File: src/rtl/detector_jogada_pkg.sv
// Shared constants, state codes and helpers for the move detector
// that feeds the game control unit.
package detector_jogada_pkg;

    localparam int unsigned CHAVES_W            = 4;
    localparam int unsigned CNT_W               = 4;
    localparam int unsigned ESTADO_W            = 4;
    localparam int unsigned DEBOUNCE_CYCLES_DEF = 4;

    typedef enum logic [ESTADO_W-1:0] {
        OCIOSO     = 4'd0,
        ESTABILIZA = 4'd1,
        REGISTRA   = 4'd2,
        SOLTURA    = 4'd3
    } estado_t;

    // True when exactly one switch is set.
    function automatic logic is_one_hot(input logic [CHAVES_W-1:0] v);
        return (v != '0) && ((v & (v - CHAVES_W'(1))) == '0);
    endfunction

endpackage

File: src/rtl/detector_jogada_if.sv
// Switch inputs, control qualifiers and move outputs between the
// player-facing side and the detector.
interface detector_jogada_if;
    import detector_jogada_pkg::*;

    logic [CHAVES_W-1:0] chaves;
    logic                habilita;
    logic                limpa;
    logic [CHAVES_W-1:0] jogada;
    logic                tem_jogada;
    logic                jogada_invalida;
    logic [ESTADO_W-1:0] db_estado;

    modport master (
        output chaves, habilita, limpa,
        input  jogada, tem_jogada, jogada_invalida, db_estado
    );

    modport slave (
        input  chaves, habilita, limpa,
        output jogada, tem_jogada, jogada_invalida, db_estado
    );

endinterface

File: src/rtl/sincronizador_2ff.sv
// Two-flop synchronizer bringing the asynchronous switch vector into
// the clock domain; output lags the input by two rising edges.
module sincronizador_2ff #(
    parameter int unsigned W = 4
) (
    input  logic         clock,
    input  logic         reset,
    input  logic [W-1:0] d,
    output logic [W-1:0] q
);

    logic [W-1:0] meta;

    always_ff @(posedge clock) begin
        if (reset) begin
            meta <= '0;
            q    <= '0;
        end else begin
            meta <= d;
            q    <= meta;
        end
    end

endmodule

File: src/rtl/detector_jogada.sv
// Debounces the player switches and emits one accepted move (or one
// invalid-press flag) per press/release cycle.
module detector_jogada
    import detector_jogada_pkg::*;
#(
    parameter int unsigned DEBOUNCE_CYCLES = DEBOUNCE_CYCLES_DEF
) (
    input  logic              clock,
    input  logic              reset,
    detector_jogada_if.slave  bus
);

    localparam logic [CNT_W-1:0] CNT_MAX = CNT_W'(DEBOUNCE_CYCLES - 1);

    estado_t             estado;
    logic [CHAVES_W-1:0] chaves_s;
    logic [CHAVES_W-1:0] sample;
    logic [CNT_W-1:0]    cnt;
    logic [CHAVES_W-1:0] jogada_q;
    logic                tem_jogada_q;
    logic                jogada_invalida_q;

    sincronizador_2ff #(
        .W (CHAVES_W)
    ) u_sincronizador (
        .clock (clock),
        .reset (reset),
        .d     (bus.chaves),
        .q     (chaves_s)
    );

    // Pulses are set on the edge entering REGISTRA so they are high for
    // exactly the one cycle the FSM spends there.
    always_ff @(posedge clock) begin
        if (reset) begin
            estado            <= OCIOSO;
            sample            <= '0;
            cnt               <= '0;
            jogada_q          <= '0;
            tem_jogada_q      <= 1'b0;
            jogada_invalida_q <= 1'b0;
        end else begin
            tem_jogada_q      <= 1'b0;
            jogada_invalida_q <= 1'b0;

            case (estado)
                OCIOSO: begin
                    if (bus.habilita && (chaves_s != '0)) begin
                        estado <= ESTABILIZA;
                        sample <= chaves_s;
                        cnt    <= '0;
                    end
                end

                ESTABILIZA: begin
                    if (chaves_s == '0) begin
                        estado <= OCIOSO;
                    end else if (chaves_s != sample) begin
                        sample <= chaves_s;
                        cnt    <= '0;
                    end else if (!bus.habilita) begin
                        estado <= OCIOSO;
                    end else if (cnt == CNT_MAX) begin
                        estado            <= REGISTRA;
                        tem_jogada_q      <= is_one_hot(sample);
                        jogada_invalida_q <= !is_one_hot(sample);
                    end else begin
                        cnt <= cnt + CNT_W'(1);
                    end
                end

                REGISTRA: begin
                    if (is_one_hot(sample)) begin
                        jogada_q <= sample;
                    end
                    estado <= SOLTURA;
                    cnt    <= '0;
                end

                SOLTURA: begin
                    // Any held or changed press restarts the release window.
                    if (chaves_s != '0) begin
                        cnt <= '0;
                    end else if (cnt == CNT_MAX) begin
                        estado <= OCIOSO;
                    end else begin
                        cnt <= cnt + CNT_W'(1);
                    end
                end

                default: begin
                    estado <= OCIOSO;
                end
            endcase

            // New-game clear overrides a simultaneous load.
            if (bus.limpa) begin
                jogada_q <= '0;
            end
        end
    end

    assign bus.jogada          = jogada_q;
    assign bus.tem_jogada      = tem_jogada_q;
    assign bus.jogada_invalida = jogada_invalida_q;
    assign bus.db_estado       = ESTADO_W'(estado);

endmodule
File: src/flat_wrapper.sv
// flat-port wrapper written by rule: the top's interface ports become plain ports
module detector_jogada_flat import detector_jogada_pkg::*;
#(
    parameter int unsigned DEBOUNCE_CYCLES = DEBOUNCE_CYCLES_DEF
)
  (clock, reset, bus_chaves, bus_habilita, bus_limpa, bus_jogada, bus_tem_jogada, bus_jogada_invalida, bus_db_estado);
  detector_jogada_if bus_i ();
  input  logic clock;
  input  logic reset;
  input wire logic [$bits(bus_i.chaves)-1:0] bus_chaves;
  input wire logic [$bits(bus_i.habilita)-1:0] bus_habilita;
  input wire logic [$bits(bus_i.limpa)-1:0] bus_limpa;
  output wire logic [$bits(bus_i.jogada)-1:0] bus_jogada;
  output wire logic [$bits(bus_i.tem_jogada)-1:0] bus_tem_jogada;
  output wire logic [$bits(bus_i.jogada_invalida)-1:0] bus_jogada_invalida;
  output wire logic [$bits(bus_i.db_estado)-1:0] bus_db_estado;
  assign bus_i.chaves = bus_chaves;
  assign bus_i.habilita = bus_habilita;
  assign bus_i.limpa = bus_limpa;
  assign bus_jogada = bus_i.jogada;
  assign bus_tem_jogada = bus_i.tem_jogada;
  assign bus_jogada_invalida = bus_i.jogada_invalida;
  assign bus_db_estado = bus_i.db_estado;
  detector_jogada #(.DEBOUNCE_CYCLES(DEBOUNCE_CYCLES)) u_core (.clock(clock), .reset(reset), .bus(bus_i));
endmodule
File: config.mk
export PLATFORM = sky130hd
export DESIGN_NAME = detector_jogada_flat
export DESIGN_NICKNAME = d
export VERILOG_FILES = /design/src/rtl/detector_jogada_pkg.sv /design/src/rtl/detector_jogada_if.sv /design/src/rtl/sincronizador_2ff.sv /design/src/rtl/detector_jogada.sv /design/src/flat_wrapper.sv
export SDC_FILE = /design/constraint.sdc
export NUM_CORES = 1
export LEC_CHECK = 0
export CAP_MARGIN = 30
export CORE_ASPECT_RATIO = 0.9
export CORE_UTILIZATION = 45
export DETAILED_ROUTE_END_ITERATION = 10
export DONT_BUFFER_PORTS = 1
export GPL_TIMING_DRIVEN = 1
export RECOVER_POWER = 25
export SYNTH_ARGS = -nofsm -noshare
export SYNTH_HDL_FRONTEND = slang
export SYNTH_HIERARCHICAL = 1
export SYNTH_SLANG_ARGS = --single-unit
File: constraint.sdc
create_clock -name clock -period 2.2 [get_ports clock]
set_input_delay 0 -clock clock [delete_from_list [all_inputs] [get_ports clock]]
set_output_delay 0 -clock clock [all_outputs]
set_load 0.05 [all_outputs]
Yosys cells after proc, flatten, opt, wreduce, memory -nomap -nowiden
Index checks and enable logic that the tools add are counted.
- add/subtract/negate cells: 2
- equal/unequal tests: 13
- mux-type cells: 19
- bitwise operators: 4
- reductions and logical operators: 16
- operators with widths (operator ; count):
    two-way mux 4 bit ; 16
    case mux 4 bit (4 select lines) ; 2
    equality test 4 x 2 -> 1 bit, second input constant ; 3
    zero test 4 bit ; 3
    nonzero test 4 bit ; 3
    case mux 4 bit (2 select lines) ; 1
    AND reduction 4 bit ; 2
    != test 2 x 1 -> 1 bit, second input constant ; 3
    != test 3 x 2 -> 1 bit, second input constant ; 2
    OR reduction 6 bit ; 1
    AND reduction 5 bit ; 1
    adder 4 x 1 -> 4 bit, second input constant ; 1
    bitwise AND 4 bit ; 1
    equality test 4 x 1 -> 1 bit, second input constant ; 1
    != test 2 bit, second input constant ; 2
    != test 4 x 2 -> 1 bit, second input constant ; 1
    != test 4 bit ; 1
    subtractor 4 x 1 -> 4 bit, second input constant ; 1
    inverter 1 bit ; 3
    logical AND 1 bit ; 2
    AND reduction 2 bit ; 1
    nonzero test 2 bit ; 1
    OR reduction 2 bit ; 1
    zero test 1 bit ; 1
- flip-flop bits (word level): 26
- input port bits: 8
- output and inout bits: 10
- word-level logic and storage cells: 62

Longest topological paths before layout
Gate-level depths: netlist of run 1.
- depth in word-level cells: 6
- depth in mapped cells: 6
- mapped depth without buffers: 5

Cells and area by module
The synthesis of run 1 kept the hierarchy.
- modules (own cells, without submodules) (module ; instances ; cells an instance ; area each (um^2) ; seq. area each (um^2)):
    detector_jogada ; 1 ; 126 ; 1039.7 ; 320.3
    sincronizador_2ff ; 1 ; 16 ; 210.2 ; 160.2

Least setup slack after synthesis of run 1
No wires, ideal clock.
- path kind: reg-to-reg
- start: register u_core.estado[0] (netlist: u_core/bus.db_estado[0])
- end: register u_core.cnt[0]
- arrival: 1.742 ns
- required time: 2.121 ns
- slack: 0.379 ns
- cell stages (with the launch flop): 6
- buffers on the path: 1
- path through: dfxtp_1 -> buf_2 -> or3b_2 -> nor4_1 -> a31oi_1 -> o211ai_1
- word-level cells in the longest chain between the ends: 3
- RTL lines (item ; RTL line ; source):
    from (decl) ; detector_jogada.sv:15 ; estado_t estado;
    from (signal assigned) ; detector_jogada.sv:36 ; estado <= OCIOSO;
    from (signal assigned) ; detector_jogada.sv:49 ; estado <= ESTABILIZA;
    from (signal assigned) ; detector_jogada.sv:57 ; estado <= OCIOSO;
    equality test 4 x 1 -> 1 bit (tied with other cells) ; detector_jogada.sv:46 ; case (estado)
    != test 3 x 2 -> 1 bit (no line) (tied with other cells) ; n/a ;
    AND reduction 4 bit (no line) ; n/a ;
    to (signal assigned) ; detector_jogada.sv:68 ; cnt <= cnt + CNT_W'(1);
    to (signal assigned) ; detector_jogada.sv:87 ; cnt <= cnt + CNT_W'(1);
    to (decl) ; detector_jogada.sv:18 ; logic [CNT_W-1:0] cnt;
Parallel ways exist; a longest one is shown, timed or not.
A chain may end at the register's enable or synchronous reset.

Final worst setup path of run 1
- start: register u_core.u_sincronizador.q[3]
- end: register u_core.cnt[2]
- word-level cells in the longest chain between the ends: 4
- RTL lines (item ; RTL line ; source):
    from (decl) ; sincronizador_2ff.sv:9 ; output logic [W-1:0] q
    from (signal assigned) ; sincronizador_2ff.sv:20 ; q <= meta;
    != test 4 bit or nonzero test 4 bit (tied branches) ; detector_jogada.sv:58, detector_jogada.sv:48, detector_jogada.sv:82 ;
    two-way mux 4 bit or logical AND 1 bit (tied branches) ; detector_jogada.sv:58, detector_jogada.sv:48 ;
    two-way mux 4 bit or != test 2 x 1 -> 1 bit (tied branches) ; n/a ;
    case mux 4 bit (4 select lines) or AND reduction 4 bit (tied branches) ; n/a ;
Parallel ways exist; a longest one is shown, timed or not. The select of a mux whose other input is x is not followed.

==> metrics.md, run 1 <==
| Metric | Value |
|---|---|
| Worst EP arrival | `around 2.1 ns` |
| Number of global-route vias before repair | `991` |
| CP bufs+invs | `0` |
| Ant. Diodes | `0` |
| Max incr delay on CP | `0.67 ns` |
| Vias per cell | `approximately 6.0` |
| Hold Fails Final Rpt | `0` |
| Status | `finished, violations left` |
| Num CTS Buffers | `3` |
| Critical path's top delay family | `compound AO/OA/AOI/OAI gates` |
| CP max stage cell | `or4_1` |
| Grt total ovfl | `0` |
| Mapped Cells | `142` |
| # rows | `17` |
| Fmax | `542 MHz` |
| CTS tree | `built` |
| CTS max path bufs | `2` |
| Clock skew | `0.00170 ns` |
| Tcrit/Tclk final | `0.839` |
| GPL Wtd Cong | `0.868` |
| Power Total | `0.805 mW` |
| All-Layer GR Usage | `0.188` |
| Max Cap Viol | `0` |
| PwrDens | `between 500 and 600 nW/um^2` |
| Die Wd | `57.6 um` |
| Yosys top cell area share | `0.384` |
| Share of layout cells above drive strength 1 | `0.107` |
| Slew headroom | `0.659` |
| Final Max Slew Viols | `0` |
| Netlist cell types | `38` |
| Type of origin of the critical path | `register` |
| EDFF count, synth | `0` |
| Peak VDD IR | `~0.46 mV` |
| H-tree Lvls | `1` |
| Router iterations before antenna repair | `7` |
| Yosys reg bits | `24` |
| Leak Pwr | `0.518 nW` |
| Ranking of synthesized cells by area | `dfxtp_1, nor2b_1, xor2_1` |
| Yosys warns | `6` |
| Fin cells | `between 150 and 200` |
| Die ar. | `2990 sq um` |
| Sinks on the clock net | `24` |
| Post-synthesis sequential area ratio | `0.384` |
| Area of the multi-input gates | `approximately 680 sq um` |
| Post-Syn Area per Cell | `slightly below 9 sq um` |
| Final nets | `160` |
| HPWL after detailed placement | `1.67 mm` |
| Dpl cells | `approximately 170` |
| Syn-to-layout area delta | `9.51%` |
| Die Y | `between 50 and 60 um` |
| Violated checks | `DRC` |
| Starting Density | `0.494` |
| Cell taking the most area after synthesis | `dfxtp_1` |
| I/O pins | `18` |
| Pin count of the biggest net entering global routing | `15` |
| Asr flop ratio synth | `0` |
| Kind of end point of the critical path | `register` |
| Final instance area | `about 1400 sq um` |
| Input/output buffers | `0` |
| Avg WL per Cell | `13.4 um` |
| CP Max Fanout | `8` |
| Crit path time final | `approximately 1.8 ns` |
| RSZ-0062 raised after global routing | `false` |
| Clk pin slew, worst setup/hold paths | `0.13 ns` |
| Drt drc | `4` |
| Vias | `roughly 1.1k` |
| Initial antenna violation count | `0` |
| Setup TNS | `0 ns` |
| First-pass GRT wire length | `4.34 mm` |
| Routed WL | `2.39 mm` |
| Synth top cells by count | `dfxtp_1, nor2_1, nand2_1, nor2b_1` |
| HP Class | `input port to register` |
| Primary FF master, synth | `dfxtp_1` |
| Seq. cell area | `480 sq um` |
| Core area | `2530 sq um` |
| Clk_lat worst skew | `0.31 ns` |
| Post-place instance area | `1260 sq um` |
| Antenna-violating nets left | `0` |
| Final setup fails | `0` |
| Mapped Area | `1250 sq um` |
| CP required | `2.42 ns` |
| Least-Margin Pin Slew | `0.511 ns` |
| Iteration-0 DRC Markers | `53` |
| Crit Path Class | `register to register` |
| Crit-path cells | `or4_1, a21oi_1, o2111ai_1, o311ai_1` |
| Most common cell in the netlist | `dfxtp_1` |
| Fill count | `between 200 and 250` |
| Clock Tree Root | `clkbuf_4` |
-- registers in the layout (all words and copies together), names as in the netlist --
register	flops
u_core/sample	4
u_core/cnt	4
u_core/bus.db_estado	2
u_core/bus.tem_jogada	1
u_core/bus.jogada	4
u_core/u_sincronizador/q	4
u_core/u_sincronizador/meta	4
u_core/bus.jogada_invalida	1
-- logic make-up (layout without fill, tap and decap cells) --
kind of cell | after synthesis | count (layout) | share of synthesized area
other | 1 | 2 | 0.00300
AND/OR/NAND/NOR | 59 | 59 | 0.268
flip-flops | 24 | 24 | 0.384
adder cells (fa/ha/maj) | 1 | 1 | 0.0100
AO/OA/AOI/OAI | 31 | 31 | 0.188
multiplexers | 4 | 4 | 0.0320
XOR/XNOR | 6 | 6 | 0.0420
buffers and inverters | 16 | 23 | 0.0721
-- worst register-to-register path, delay by kind of cell, from the launching register on --
kind             cells  cell delay [ns]
AND/OR/NAND/NOR      1             0.67
AO/OA/AOI/OAI        3             0.73
flip-flops           1             0.36
-- layout by cell type (no fill, tap or decap), types with 2 or more instances in the layout --
cell           count
nand3b_1           2
nand2b_1           3
a31oi_1            4
buf_4              5
nor2b_1           10
xor2_1             6
clkbuf_4           3
mux2i_1            4
nand3_1            2
a21oi_1            7
conb_1             2
and3_1             2
nand2_1           12
o2111ai_1          4
dlygate4sd3_1      7
inv_1              7
or3b_2             2
dfxtp_1           24
o211ai_1           3
nor2_1            13
o21ai_0            6
nor4_1             7
-- area by class of cell --
type | instances | share of cell area
multi-input cells | 103 | 0.499
flip-flops and latches | 24 | 0.351
repair buffers | 12 | 0.0786
clock buffers | 4 | 0.0265
well taps | 28 | 0.0256
inverters | 7 | 0.0192
-- path summary, 6_finish.rpt --
path,startpoint,endpoint,slack (ns),cells past startpoint
min reg2reg,u_core/u_sincronizador/meta[1],u_core/u_sincronizador/q[1],0.45,1
max reg2reg,u_core/u_sincronizador/q[3],u_core/cnt[2],0.35,4
min,reset,u_core/sample[2],0.05,3
max,u_core/u_sincronizador/q[3],u_core/cnt[2],0.35,4
-- through the flow --
step / hold slack, ns / util / worst slack [ns]
after floorplan: 0.0716 / - / 0.379
after global placement: 0.0734 / 0.499 / 0.476
after detailed placement: 0.0746 / 0.499 / 0.420
after CTS: 0.0186 / 0.541 / 0.392
after global routing: 0.0611 / 0.541 / 0.220
final: 0.0473 / 0.541 / 0.354
-- per-layer routing --
metal / wire length, um / track usage / vias up
li1: - / - / 521
met1: 1120 / 0.231 / 501
met2: 1090 / 0.298 / 40
met3: 168 / 0.0746 / 2
met4: 13 / 0.0650 / 0
met5: 0 / 0 / -
-- repair_timing --
item                                   4_1_cts  5_1_grt
setup buffers                                0        0
hold buffers                                 7        0
resized for setup                            0        0
endpoints found under the hold margin       14        0
-- report_power, final --
part	switching (mW)	internal (mW)
Sequential	0.0143	0.445
Combinational	0.0687	0.0481
Clock	0.127	0.101
Total	0.210	0.594
Power figures use the tool's default switching activity.
==> inputs of run 2 (changes only) <==
- clock period: 2.2 -> 1.8 ns (I/O delays scaled with it)
==> run 2 against run 1 <==
The flow still finishes with violations (DRC). Die area unchanged. Flip-flop and latch count is the same. Cell count is 6.7% higher.
==> metrics.md, run 2 (synthesis results as in run 1) <==
| Metric | Value |
|---|---|
| Core area | `2530 sq um (unchanged)` |
| Starting Density | `0.494 (unchanged)` |
| Die Wd | `57.6 um (unchanged)` |
| Final nets | `172 (was 160)` |
| WHS Path Cells | `3 (unchanged)` |
| Initial antenna violation count | `0 (unchanged)` |
| Antenna-violating nets left | `0 (unchanged)` |
| Critical path's top delay family | `flip-flops (was compound AO/OA/AOI/OAI gates)` |
| PwrDens | `740 nW/um^2 (was 588 nW/um^2)` |
| Fmax | `583 MHz (was 542 MHz)` |
| CTS tree | `built (unchanged)` |
| H-tree Lvls | `1 (unchanged)` |
| # rows | `17 (unchanged)` |
| Peak VDD IR | `0.525 mV (was 0.458 mV)` |
| WHS | `0.0534 ns (was 0.0473 ns)` |
| Clock skew | `0.00838 ns (was 0.00170 ns)` |
| I/O pins | `18 (unchanged)` |
| CP required | `2.05 ns (was 2.42 ns)` |
| Worst EP arrival | `1.96 ns (was 2.07 ns)` |
| Kind of end point of the critical path | `register (unchanged)` |
| Clock Tree Root | `clkbuf_4 (unchanged)` |
| Number of global-route vias before repair | `979 (was 991)` |
| Crit path time final | `1.72 ns (was 1.85 ns)` |
| Sequential power share | `0.505 (was 0.571)` |
| All-Layer GR Usage | `0.189 (was 0.188)` |
| Most common cell on crit path | `buf_4` |
| Seq. cell area | `484 sq um (was 480 sq um)` |
| Crit-path cells | `xor2_1, nor4_4, buf_4, a2111oi_4, buf_4, mux2i_1 (was or4_1, a21oi_1, o2111ai_1, o311ai_1)` |
| Grt total ovfl | `0 (unchanged)` |
| Fill count | `222 (was 241)` |
| Area of the multi-input gates | `703 sq um (was 683 sq um)` |
| Hold Fails Final Rpt | `0 (unchanged)` |
| Combinational Power Share | `0.149 (was 0.145)` |
| Max incr delay on CP | `0.41 ns (was 0.67 ns)` |
| Net Sw Frac | `0.241 (was 0.261)` |
| Leak Pwr | `0.586 nW (was 0.518 nW)` |
| CP max stage cell | `dfxtp_2 (was or4_1)` |
| CP bufs+invs | `2 (was 0)` |
| Clk pin slew, worst setup/hold paths | `0.13 ns (about the same)` |
| First-pass GRT wire length | `4.33 mm (was 4.34 mm)` |
| Type of origin of the critical path | `register (unchanged)` |
| Clk_lat worst skew | `0.31 ns (about the same)` |
| Most frequent cells in the layout | `dfxtp_1, buf_4, nor2_1 (was dfxtp_1, nor2_1, nand2_1)` |
| FF-to-FF End | `u_core/sample[3] (was u_core/cnt[2])` |
| Final setup fails | `0 (unchanged)` |
| CTS max path bufs | `2 (unchanged)` |
| HP Class | `input port to register (unchanged)` |
| Dpl ws | `0.0384 ns (was 0.420 ns)` |
| CP Max Fanout | `6 (was 8)` |
| Routed WL | `2.64 mm (was 2.39 mm)` |
| GPL Wtd Cong | `0.814 (was 0.868)` |
| Violated checks | `DRC (unchanged)` |
| Num CTS Buffers | `3 (unchanged)` |
| Worst reg-to-reg setup slack | `0.08 ns (was 0.35 ns)` |
| HPWL after detailed placement | `1.75 mm (was 1.67 mm)` |
| Sw power | `0.268 mW (was 0.210 mW)` |
| Share of layout cells above drive strength 1 | `0.216 (was 0.107)` |
| Commonest non-fill, non-tap cell in the layout | `dfxtp_1 (unchanged)` |
| Die ar. | `2990 sq um (unchanged)` |
| Tcrit/Tclk final | `0.953 (was 0.839)` |
| Die Y | `52 um (unchanged)` |
| Pin count of the biggest net entering global routing | `15 (unchanged)` |
| Hold Crit Start | `bus_habilita (was reset)` |
| RR Startpoint | `u_core/sample[3] (was u_core/u_sincronizador/q[3])` |
| Vias | `1089 (was 1064)` |
| Avg WL per Cell | `13.9 um (was 13.4 um)` |
| Internal | `0.842 mW (was 0.594 mW)` |
| Worst R2R Path Depth | `6 (was 4)` |
| Max Cap Viol | `0 (unchanged)` |
| Ant. Diodes | `0 (unchanged)` |
| Drt drc | `3 (was 4)` |
| Input/output buffers | `0 (unchanged)` |
| PnR worst setup slack | `0.0844 ns (was 0.354 ns)` |
| Final Max Slew Viols | `0 (unchanged)` |
| Status | `finished, violations left (unchanged)` |
| Sinks on the clock net | `24 (unchanged)` |
| Router iterations before antenna repair | `9 (was 7)` |
| Crit Path Class | `register to register (unchanged)` |
| Syn-to-layout area delta | `19.9% (was 9.51%)` |
| Clock power share | `0.346 (was 0.284)` |
| Vias per cell | `5.73 (was 5.98)` |
| Hold Crit Endpoint | `u_core/bus.jogada_invalida (was u_core/sample[2])` |
| Iteration-0 DRC Markers | `51 (was 53)` |
[run 2: worst reg2reg max path, stage by stage, from the launching register on]
cell       delay [ns]
dfxtp_2          0.41
xor2_1           0.27
nor4_4           0.09
buf_4            0.15
a2111oi_4        0.32
buf_4            0.20
mux2i_1          0.19
[run 2: per-stage QoR]
step                area, sq um  setup TNS (ns)  std cells  utilization  power, mW
CTS                        1470               0        189        0.580       1.11
global placement           1350               0        178        0.532      0.706
finish                     1500               0        190        0.592       1.11
floorplan                  1250               0        143            -      0.686
detailed placement         1350               0        178        0.532      0.709
global route               1500        -0.00835        190        0.592       1.16
[run 2: layer usage]
layer  share of wire  global-route usage
met3           0.053              0.0522
met2            0.48               0.329
met5               0                   0
met1            0.47               0.242
met4               0              0.0122
[run 2: power groups by stage]
| stage | Combinational, mW | Clock [mW] | Sequential [mW] |
|---|---|---|---|
| final | 0.165 | 0.384 | 0.560 |
| after global routing | 0.177 | 0.422 | 0.563 |
| after CTS | 0.154 | 0.398 | 0.560 |
| after detailed placement | 0.138 | 0 | 0.571 |
| after global placement | 0.135 | 0 | 0.571 |
| after floorplan | 0.115 | 0 | 0.571 |
[run 2: timing repair]
action,in CTS,in global routing
setup endpoints to repair,0,4
hold buffers,7,0
resized for setup,0,6
buffers inserted,0,1
hold endpoints to repair,14,0
[run 2: worst max path at each step]
| stage | startpoint | endpoint | slack [ns] | cells after the start |
|---|---|---|---|---|
| after floorplan | u_core/bus.db_estado[1] | u_core/cnt[3] | 0.13 | 4 |
| after global placement | u_core/u_sincronizador/q[3] | u_core/cnt[3] | 0.10 | 4 |
| after detailed placement | u_core/u_sincronizador/q[3] | u_core/cnt[3] | 0.04 | 4 |
| after CTS | u_core/u_sincronizador/q[3] | u_core/cnt[3] | 0.03 | 4 |
| after global routing | u_core/cnt[1] | u_core/cnt[1] | -0.008 | 5 |
| final | u_core/sample[3] | u_core/sample[3] | 0.08 | 6 |
[run 2: cell type report]
| class | instances | share of cell area |
|---|---|---|
| Clock inverter | 1 | 0.0200 |
| Sequential cell | 24 | 0.323 |
| Tap cell | 28 | 0.0234 |
| Multi-Input combinational cell | 103 | 0.469 |
| Timing Repair Buffer | 24 | 0.132 |
| Inverter | 7 | 0.0175 |
| Clock buffer | 3 | 0.0150 |
==> inputs of run 3 (changes only) <==
- REMOVE_ABC_BUFFERS: not set -> 1
==> run 3 against run 2 <==
The run still ends with DRC left. Setup slack improved by 0.050 ns. Total power decreased by 11%. Via count decreased by 3.0%. Register-to-register slack improved by 0.05 ns. Critical path depth decreased by 2. Global-route usage decreased by 0.21 points. Largest power group unchanged. Cell count decreased by 0.53%. Clock power decreased by 28%. First-iteration DRC count decreased by 51%. Core utilization decreased by 1.8 points.
==> metrics.md, run 3 (synthesis results as in run 1) <==
| Metric | Value |
|---|---|
| Status | `finished, violations left (unchanged)` |
| Violated checks | `DRC (unchanged)` |
| Die ar. | `2990 sq um (unchanged)` |
| Final instance area | `1450 sq um (was 1500 sq um)` |
| Clock Tree Root | `clkbuf_4 (unchanged)` |
| Clock skew | `0.0107 ns (was 0.00838 ns)` |
| Starting Density | `0.494 (unchanged)` |
| Vias | `1056 (was 1089)` |
| CTS max path bufs | `2 (unchanged)` |
| Drt drc | `1 (was 3)` |
| CP Max Fanout | `8 (was 6)` |
| Fmax | `600 MHz (was 583 MHz)` |
| Initial antenna violation count | `0 (unchanged)` |
| Kind of end point of the critical path | `register (unchanged)` |
| Max Cap Viol | `0 (unchanged)` |
| CP max stage cell | `or4_4 (was dfxtp_2)` |
| Final setup fails | `0 (unchanged)` |
| Fill count | `225 (was 222)` |
| Crit-path cells | `or4_4, and3_4, a41oi_1, o21ai_0 (was xor2_1, nor4_4, buf_4, a2111oi_4, buf_4, mux2i_1)` |
| Syn-to-layout area delta | `16.2% (was 19.9%)` |
| Fin cells | `189 (was 190)` |
| Share of layout cells above drive strength 1 | `0.174 (was 0.216)` |
| Post-place instance area | `1350 sq um (about the same)` |
| Vias per cell | `5.59 (was 5.73)` |
| All-Layer GR Usage | `0.186 (was 0.189)` |
| HPWL after detailed placement | `1.77 mm (was 1.75 mm)` |
| H-tree Lvls | `1 (unchanged)` |
| Antenna-violating nets left | `0 (unchanged)` |
| Slew headroom | `0.573` |
| CTS tree | `built (unchanged)` |
| HP Class | `input port to register (unchanged)` |
| Input/output buffers | `0 (unchanged)` |
| PwrDens | `680 nW/um^2 (was 740 nW/um^2)` |
| Commonest non-fill, non-tap cell in the layout | `dfxtp_1 (unchanged)` |
| Tcrit/Tclk final | `0.926 (was 0.953)` |
| Hold Fails Final Rpt | `0 (unchanged)` |
| Routed WL | `2.42 mm (was 2.64 mm)` |
| PnR worst setup slack | `0.134 ns (was 0.0844 ns)` |
| Max incr delay on CP | `0.59 ns (was 0.41 ns)` |
| Avg WL per Cell | `12.8 um (was 13.9 um)` |
| Crit path time final | `1.67 ns (was 1.72 ns)` |
| Type of origin of the critical path | `register (unchanged)` |
| RSZ-0062 raised after global routing | `false` |
| Dpl cells | `178 (unchanged)` |
| Most frequent cells in the layout | `dfxtp_1, buf_4, nor2_1 (unchanged)` |
| Area of the multi-input gates | `687 sq um (was 703 sq um)` |
| Dpl ws | `0.0620 ns (was 0.0384 ns)` |
| Die Wd | `57.6 um (unchanged)` |
| Internal | `0.735 mW (was 0.842 mW)` |
| Sw power | `0.253 mW (was 0.268 mW)` |
| Core area | `2530 sq um (unchanged)` |
| Crit Path Class | `register to register (unchanged)` |
| Die Y | `52 um (unchanged)` |
| WHS | `0.0313 ns (was 0.0534 ns)` |
| Iteration-0 DRC Markers | `25 (was 51)` |
| Clock power share | `0.280 (was 0.346)` |
| CP required | `2.01 ns (was 2.05 ns)` |
| Clk pin slew, worst setup/hold paths | `0.13 ns (about the same)` |
| Least-Margin Pin Slew | `0.640 ns` |
| Num CTS Buffers | `3 (unchanged)` |
| Ant. Diodes | `0 (unchanged)` |
| Sinks on the clock net | `24 (unchanged)` |
| Final nets | `171 (was 172)` |
| Grt total ovfl | `0 (unchanged)` |
| Leak Pwr | `0.573 nW (was 0.586 nW)` |
| Setup bufs post-CTS | `0 (unchanged)` |
| Pin count of the biggest net entering global routing | `14 (was 15)` |
| Router iterations before antenna repair | `7 (was 9)` |
| I/O pins | `18 (unchanged)` |
| Worst reg-to-reg setup slack | `0.13 ns (was 0.08 ns)` |
| Final core occ | `0.574 (was 0.592)` |
| First-pass GRT wire length | `4.26 mm (was 4.33 mm)` |
| Setup TNS | `0 ns (unchanged)` |
| Power Total | `0.988 mW (was 1.11 mW)` |
| Peak VDD IR | `0.537 mV (was 0.525 mV)` |
| Combinational Power Share | `0.161 (was 0.149)` |
| Number of global-route vias before repair | `946 (was 979)` |
| GPL Wtd Cong | `0.973 (was 0.814)` |
| Sequential power share | `0.559 (was 0.505)` |
| # rows | `17 (unchanged)` |
| Net Sw Frac | `0.256 (was 0.241)` |
| Seq. cell area | `482 sq um (was 484 sq um)` |
| Final Max Slew Viols | `0 (unchanged)` |
| Clk_lat worst skew | `0.31 ns (about the same)` |
| Worst EP arrival | `1.87 ns (was 1.96 ns)` |
-- run 3: per-layer routing --
layer / track usage / wire [um] / vias to the layer above
li1: - / - / 548
met1: 0.240 / 1150 / 474
met2: 0.310 / 1100 / 32
met3: 0.0622 / 159 / 2
met4: 0.0244 / 13 / 0
met5: 0 / 0 / -
-- run 3: final timing paths --
check | from | cells after the start | to
worst min register to register | u_core/u_sincronizador/meta[2] | 1 | u_core/u_sincronizador/q[2]
worst max register to register | u_core/u_sincronizador/q[3] | 4 | u_core/cnt[3]
worst min-delay path | bus_habilita | 3 | u_core/bus.jogada_invalida
worst max-delay path | u_core/u_sincronizador/q[3] | 4 | u_core/cnt[3]
-- run 3: power groups by stage --
| stage | combinational [mW] | clock, mW | sequential (mW) |
|---|---|---|---|
| floorplan | 0.0926 | 0 | 0.576 |
| global placement | 0.142 | 0 | 0.564 |
| detailed placement | 0.141 | 0 | 0.564 |
| CTS | 0.158 | 0.288 | 0.552 |
| global route | 0.174 | 0.308 | 0.555 |
| finish | 0.160 | 0.276 | 0.553 |
-- run 3: critical path: cells and delay by family (launching register included) --
kind            cells  cell delay (ns)
compound gates      2             0.39
flops               1             0.36
simple gates        2             0.82
-- run 3: layout make-up --
type,count,area share
inverter,7,0.0181
tap,28,0.0241
clock buffer,4,0.0250
multi-input combinational,103,0.473
sequential,24,0.332
timing repair buffer,23,0.128
-- run 3: repair_timing --
item | in CTS | in global routing
endpoints found under the setup margin | 0 | 3
hold endpoints to repair | 14 | 0
hold buffers | 7 | 0
gates resized for setup | 0 | 2
